File: config.mk
export PLATFORM = sky130hd
export DESIGN_NAME = sub32_serial
export DESIGN_NICKNAME = d
export VERILOG_FILES = /design/src/rtl/arith_pkg.sv /design/src/rtl/sm2tc.sv /design/src/rtl/sub32_serial.sv
export SDC_FILE = /design/constraint.sdc
export NUM_CORES = 1
export LEC_CHECK = 0
export CORE_ASPECT_RATIO = 0.6
export CORE_UTILIZATION = 31
export DETAILED_ROUTE_END_ITERATION = 7
export HOLD_SLACK_MARGIN = 0.05
export SETUP_SLACK_MARGIN = 0.5
export SKIP_LAST_GASP = 1
export SYNTH_ARGS = -nofsm -noshare
export SYNTH_HDL_FRONTEND = slang
export SYNTH_SLANG_ARGS = --single-unit
File: constraint.sdc
create_clock -name clk -period 3.05 [get_ports clk]
set_input_delay 0.305 -clock clk [delete_from_list [all_inputs] [get_ports clk]]
set_output_delay 0.305 -clock clk [all_outputs]
set_load 0.01 [all_outputs]
File: src/rtl/arith_pkg.sv
// Shared definitions for the serial sign-magnitude arithmetic blocks.
package arith_pkg;

    typedef enum logic [1:0] {
        IDLE,
        SHIFT,
        FIX
    } state_t;

    localparam int unsigned DEFAULT_WIDTH = 32;

    // Bit counter must reach WIDTH (WIDTH+1 serial steps) without wrapping.
    function automatic int unsigned cnt_width(input int unsigned w);
        return $clog2(w + 2);
    endfunction

endpackage

File: src/rtl/sm2tc.sv
// Sign-magnitude to (WIDTH+1)-bit two's-complement converter; -0 maps to 0.
module sm2tc #(
    parameter int unsigned WIDTH = 32
) (
    input  logic [WIDTH-1:0] sm,
    output logic [WIDTH:0]   tc
);

    logic [WIDTH:0] mag;

    always_comb begin
        mag = {2'b00, sm[WIDTH-2:0]};
        tc  = sm[WIDTH-1] ? -mag : mag;
    end

endmodule

File: src/rtl/sub32_serial.sv
// Bit-serial sign-magnitude subtractor: d = x - y - borrowin over WIDTH+1 shift cycles.
module sub32_serial
    import arith_pkg::*;
#(
    parameter int unsigned WIDTH = DEFAULT_WIDTH
) (
    input  logic             clk,
    input  logic             rst,
    input  logic             start,
    input  logic             borrowin,
    input  logic [WIDTH-1:0] x,
    input  logic [WIDTH-1:0] y,
    output logic             busy,
    output logic             done,
    output logic [WIDTH-1:0] d,
    output logic             isneg,
    output logic             isover
);

    localparam int unsigned   CW   = cnt_width(WIDTH);
    localparam logic [CW-1:0] LAST = CW'(WIDTH);

    state_t         state, state_next;
    logic [CW-1:0]  cnt;
    logic [WIDTH:0] a, b, r;
    logic [WIDTH:0] x_tc, y_tc, mag;
    logic           br, diff, br_next;
    logic [WIDTH-1:0] fix_d;
    logic           fix_neg, fix_over;

    sm2tc #(.WIDTH(WIDTH)) u_x_conv (.sm(x), .tc(x_tc));
    sm2tc #(.WIDTH(WIDTH)) u_y_conv (.sm(y), .tc(y_tc));

    always_ff @(posedge clk) begin
        if (rst) state <= IDLE;
        else     state <= state_next;
    end

    always_comb begin
        state_next = state;
        case (state)
            IDLE:    if (start) state_next = SHIFT;
            SHIFT:   if (cnt == LAST) state_next = FIX;
            FIX:     state_next = IDLE;
            default: state_next = IDLE;
        endcase
    end

    always_comb begin
        busy = (state != IDLE);
    end

    always_comb begin
        diff    = a[0] ^ b[0] ^ br;
        br_next = (~a[0] & b[0]) | (~a[0] & br) | (b[0] & br);
        mag     = r[WIDTH] ? -r : r;
        // Zero result forces a positive zero so -0 never leaves the block.
        fix_neg  = (r != '0) && r[WIDTH];
        fix_over = |mag[WIDTH:WIDTH-1];
        fix_d    = (r == '0) ? '0 : {r[WIDTH], mag[WIDTH-2:0]};
    end

    always_ff @(posedge clk) begin
        if (rst) begin
            cnt    <= '0;
            a      <= '0;
            b      <= '0;
            r      <= '0;
            br     <= 1'b0;
            done   <= 1'b0;
            d      <= '0;
            isneg  <= 1'b0;
            isover <= 1'b0;
        end else begin
            done <= 1'b0;
            case (state)
                IDLE: begin
                    if (start) begin
                        a   <= x_tc;
                        b   <= y_tc;
                        br  <= borrowin;
                        cnt <= '0;
                    end
                end
                SHIFT: begin
                    a   <= a >> 1;
                    b   <= b >> 1;
                    br  <= br_next;
                    r   <= {diff, r[WIDTH:1]};
                    cnt <= cnt + 1'b1;
                end
                FIX: begin
                    d      <= fix_d;
                    isneg  <= fix_neg;
                    isover <= fix_over;
                    done   <= 1'b1;
                end
                default: ;
            endcase
        end
    end

endmodule

==> reports/metrics.yaml <==
grt_max_degree: 73
max_freq_mhz: 421.3
core_area_um2: 22440
antenna_cells: 0
grt_pass1_wl_um: 32950
max_slew.worst_pin.slew_ns: 0.8044
grt.total_usage: 0.1760
ctsResizeCount: 0
synthSimpleGateAreaFrac: 0.1667
dieArea_um2: 23900
ys_ff_latch: 142
path_buf_inv: 0
peakVddDrop_v: 0.0003584
critPathMaxFanout: 16
clock_sinks: 142
synthToLayoutAreaGrowth_pct: 26.73
synthMuxAreaShare: 0.001388
synth_xor_xnor_area_share: 0.1020
root_buffer: "clkbuf_16"
synthTopCellsByArea: "dfxtp_1, xor2_1, nand2_1, a22oi_1, o22ai_1"
period_share: 0.7783
path_clk_slew_ns: 0.06
worst_hold_path_type: "in -> reg"
worstPathRequired_ns: 3.36
synth_common_cells: "dfxtp_1, nand2_1, xor2_1, clkbuf_1, a22oi_1"
htree_levels: 4
cp_cell_sequence: "or4_4, or4_4, or3_4, nand2_4, o21ai_2"
hold_end: "r[17]"
synth_area_leader_cell: "dfxtp_1"
cp.arrival_ns: 2.68
r2r-start: "r[24]"
gp_congestion: 0.8139
clock_path_buffers: 2
yosysSeqAreaShare: 0.3942
p_per_area_nw_per_um2: 501.3
die_width_um: 198.9
instances_no_fill: 1252
overflow: 0
drv_cap: 0
avgSynthCellArea_um2: 8.465
reg2reg_depth: 5
synth_adder_area_share: 0.01145
syn_area_um2: 7212
antenna_found_initial: 0
numPortBuffers: 103
fin_crit_ns: 2.374
via_count: 6642
setup_violations: 0
holdBufCountCts: 0
syn_nets: 926
synth_most_common_cell: "dfxtp_1"
r2r_slack_ns: 0.68
place_inst: 1220
slew_viol_final: 0
finalHoldViolCount: 0
path_class: "reg -> reg"
placed_area_um2: 8566
drc: 0
slew_headroom: 0.4638
cts_tree: "built"
antenna_left: 0
dr.pass1.iters: 6
synth_top_family_by_area: "compound AO/OA/AOI/OAI gates"
hold_start: "rst"
clock-skew-final_ns: 0.007951
hpwl_um: 13780
post_cts_buffers: 0
async_reset_ff_frac: 0
drive_gt1_frac: 0.09216
num_io_pins: 104
synthCells: 852
dp_worst_setup_slack_ns: 0.4543
whs_path_depth: 2
rsz0062_at_grt: "no"
dieHeight_um: 120.1
synth_edf_count: 0
grt_pass1_vias: 6172
drt-vias-per-instance: 5.305
start_util: 0.3214
netlist.area_leader.share: 0.3942
slowest_stage: "or4_4"
synth_warnings: 0
finalWirelength_um: 20280
critPathMaxStageDelay_ns: 0.60
fillers: 2275
rows: 42
worst_slack_ns: 0.6762
start_kind: "flop"
synth_compound_area_frac: 0.2785
post-route-cell-area_um2: 9140
avgRoutedWirePerCell_um: 16.20
cts_buffers: 17
ys_types: 56
insertion_delay_ns: 0.43
final_nets: 1005
path_common_cell: "or4_4"
setup_tns_ns: 0
leakage_nw: 3.084
cp_top_family: "simple AND/OR/NAND/NOR gates"
endpoint_kind: "flop"
synth_ff_type: "dfxtp_1"
drtIter0Drc: 499
r2r-end: "d[25]"
status: "complete, no violations"
==> worst max-delay path by stage <==
stage	slack, ns	start	cells past startpoint	endpoint
after detailed placement	0.45	y[0]	9	b[18]
final	0.68	r[24]	5	d[25]
after global routing	0.56	r[24]	5	d[8]
after global placement	0.51	x[20]	6	a[32]
after CTS	0.67	r[24]	5	d[13]
after floorplan	0.89	r[24]	6	d[18]
==> flip-flops by register name (all words and copies together), names as in the netlist <==
register  flops
br            1
d            32
a            33
cnt           6
done          1
r            33
state         2
isover        1
b            33
==> where the power goes <==
group	switching [mW]	internal (mW)	total [mW]	leakage (nW)
Combinational	0.313	0.242	0.555	1.66
Clock	0.848	1.20	2.05	0.272
Sequential	0.0448	1.93	1.98	1.15
Total	1.21	3.38	4.58	3.08
==> through the flow <==
step	power, mW	hold slack (ns)	utilization
floorplan	2.335	0.4315	-
global placement	2.568	0.4407	0.3817
detailed placement	2.571	0.4419	0.3817
CTS	4.634	0.2308	0.4073
global route	4.774	0.2492	0.4073
finish	4.582	0.2435	0.4073
==> cell families after synthesis <==
family          count (synthesis)
xor+xnor                       84
buf+inv                        82
compound gates                289
flops                         142
mux                             1
simple gates                  248
fa+ha+maj                       6
==> metal layers <==
metal	vias to the layer above	global-route usage	routed length [um]
li1	3312	-	-
met1	3133	0.2713	11020
met2	187	0.2323	7930
met3	10	0.04328	1184
met4	0	0.05481	147
met5	-	0	0
==> area by class of cell <==
cell class,count,area (um2),area share
clock inverters,14,145.1,0.01588
flip-flops and latches,142,2843,0.3110
well taps,308,385.4,0.04216
inverters,15,56.30,0.006160
repair buffers,127,1221,0.1336
multi-input cells,628,4060,0.4442
clock buffers,18,429.2,0.04695
==> cells in the final DEF, fill, tap and decap left out, drive strengths merged, types with 3 or more instances in the layout <==
master         synthesis  routed
or4                    6       6
or3                   18      18
o21ai                 37      37
ha                     5       5
nand3                  7       7
clkinvlp               0       4
nor2b                  3       3
o22ai                 54      54
nor4                   8       8
a31oi                  4       4
nand2                119     119
buf                    6      25
nor2                  47      47
nand4                  7       7
or2                    5       5
nand2b                 7       7
xor2                  69      69
xnor2                 15      15
nor3                  14      14
clkbuf                61      18
o311ai                 3       3
o41ai                 25      25
a222oi                 7       7
inv                   15      16
o21a                   4       4
a22oi                 58      58
clkdlybuf4s50          0     102
a211oi                 8       8
clkinv                 0       7
dfxtp                142     142
a2bb2oi                7       7
o31ai                 23      23
a21oi                 48      48
Power figures use the tool's default switching activity.
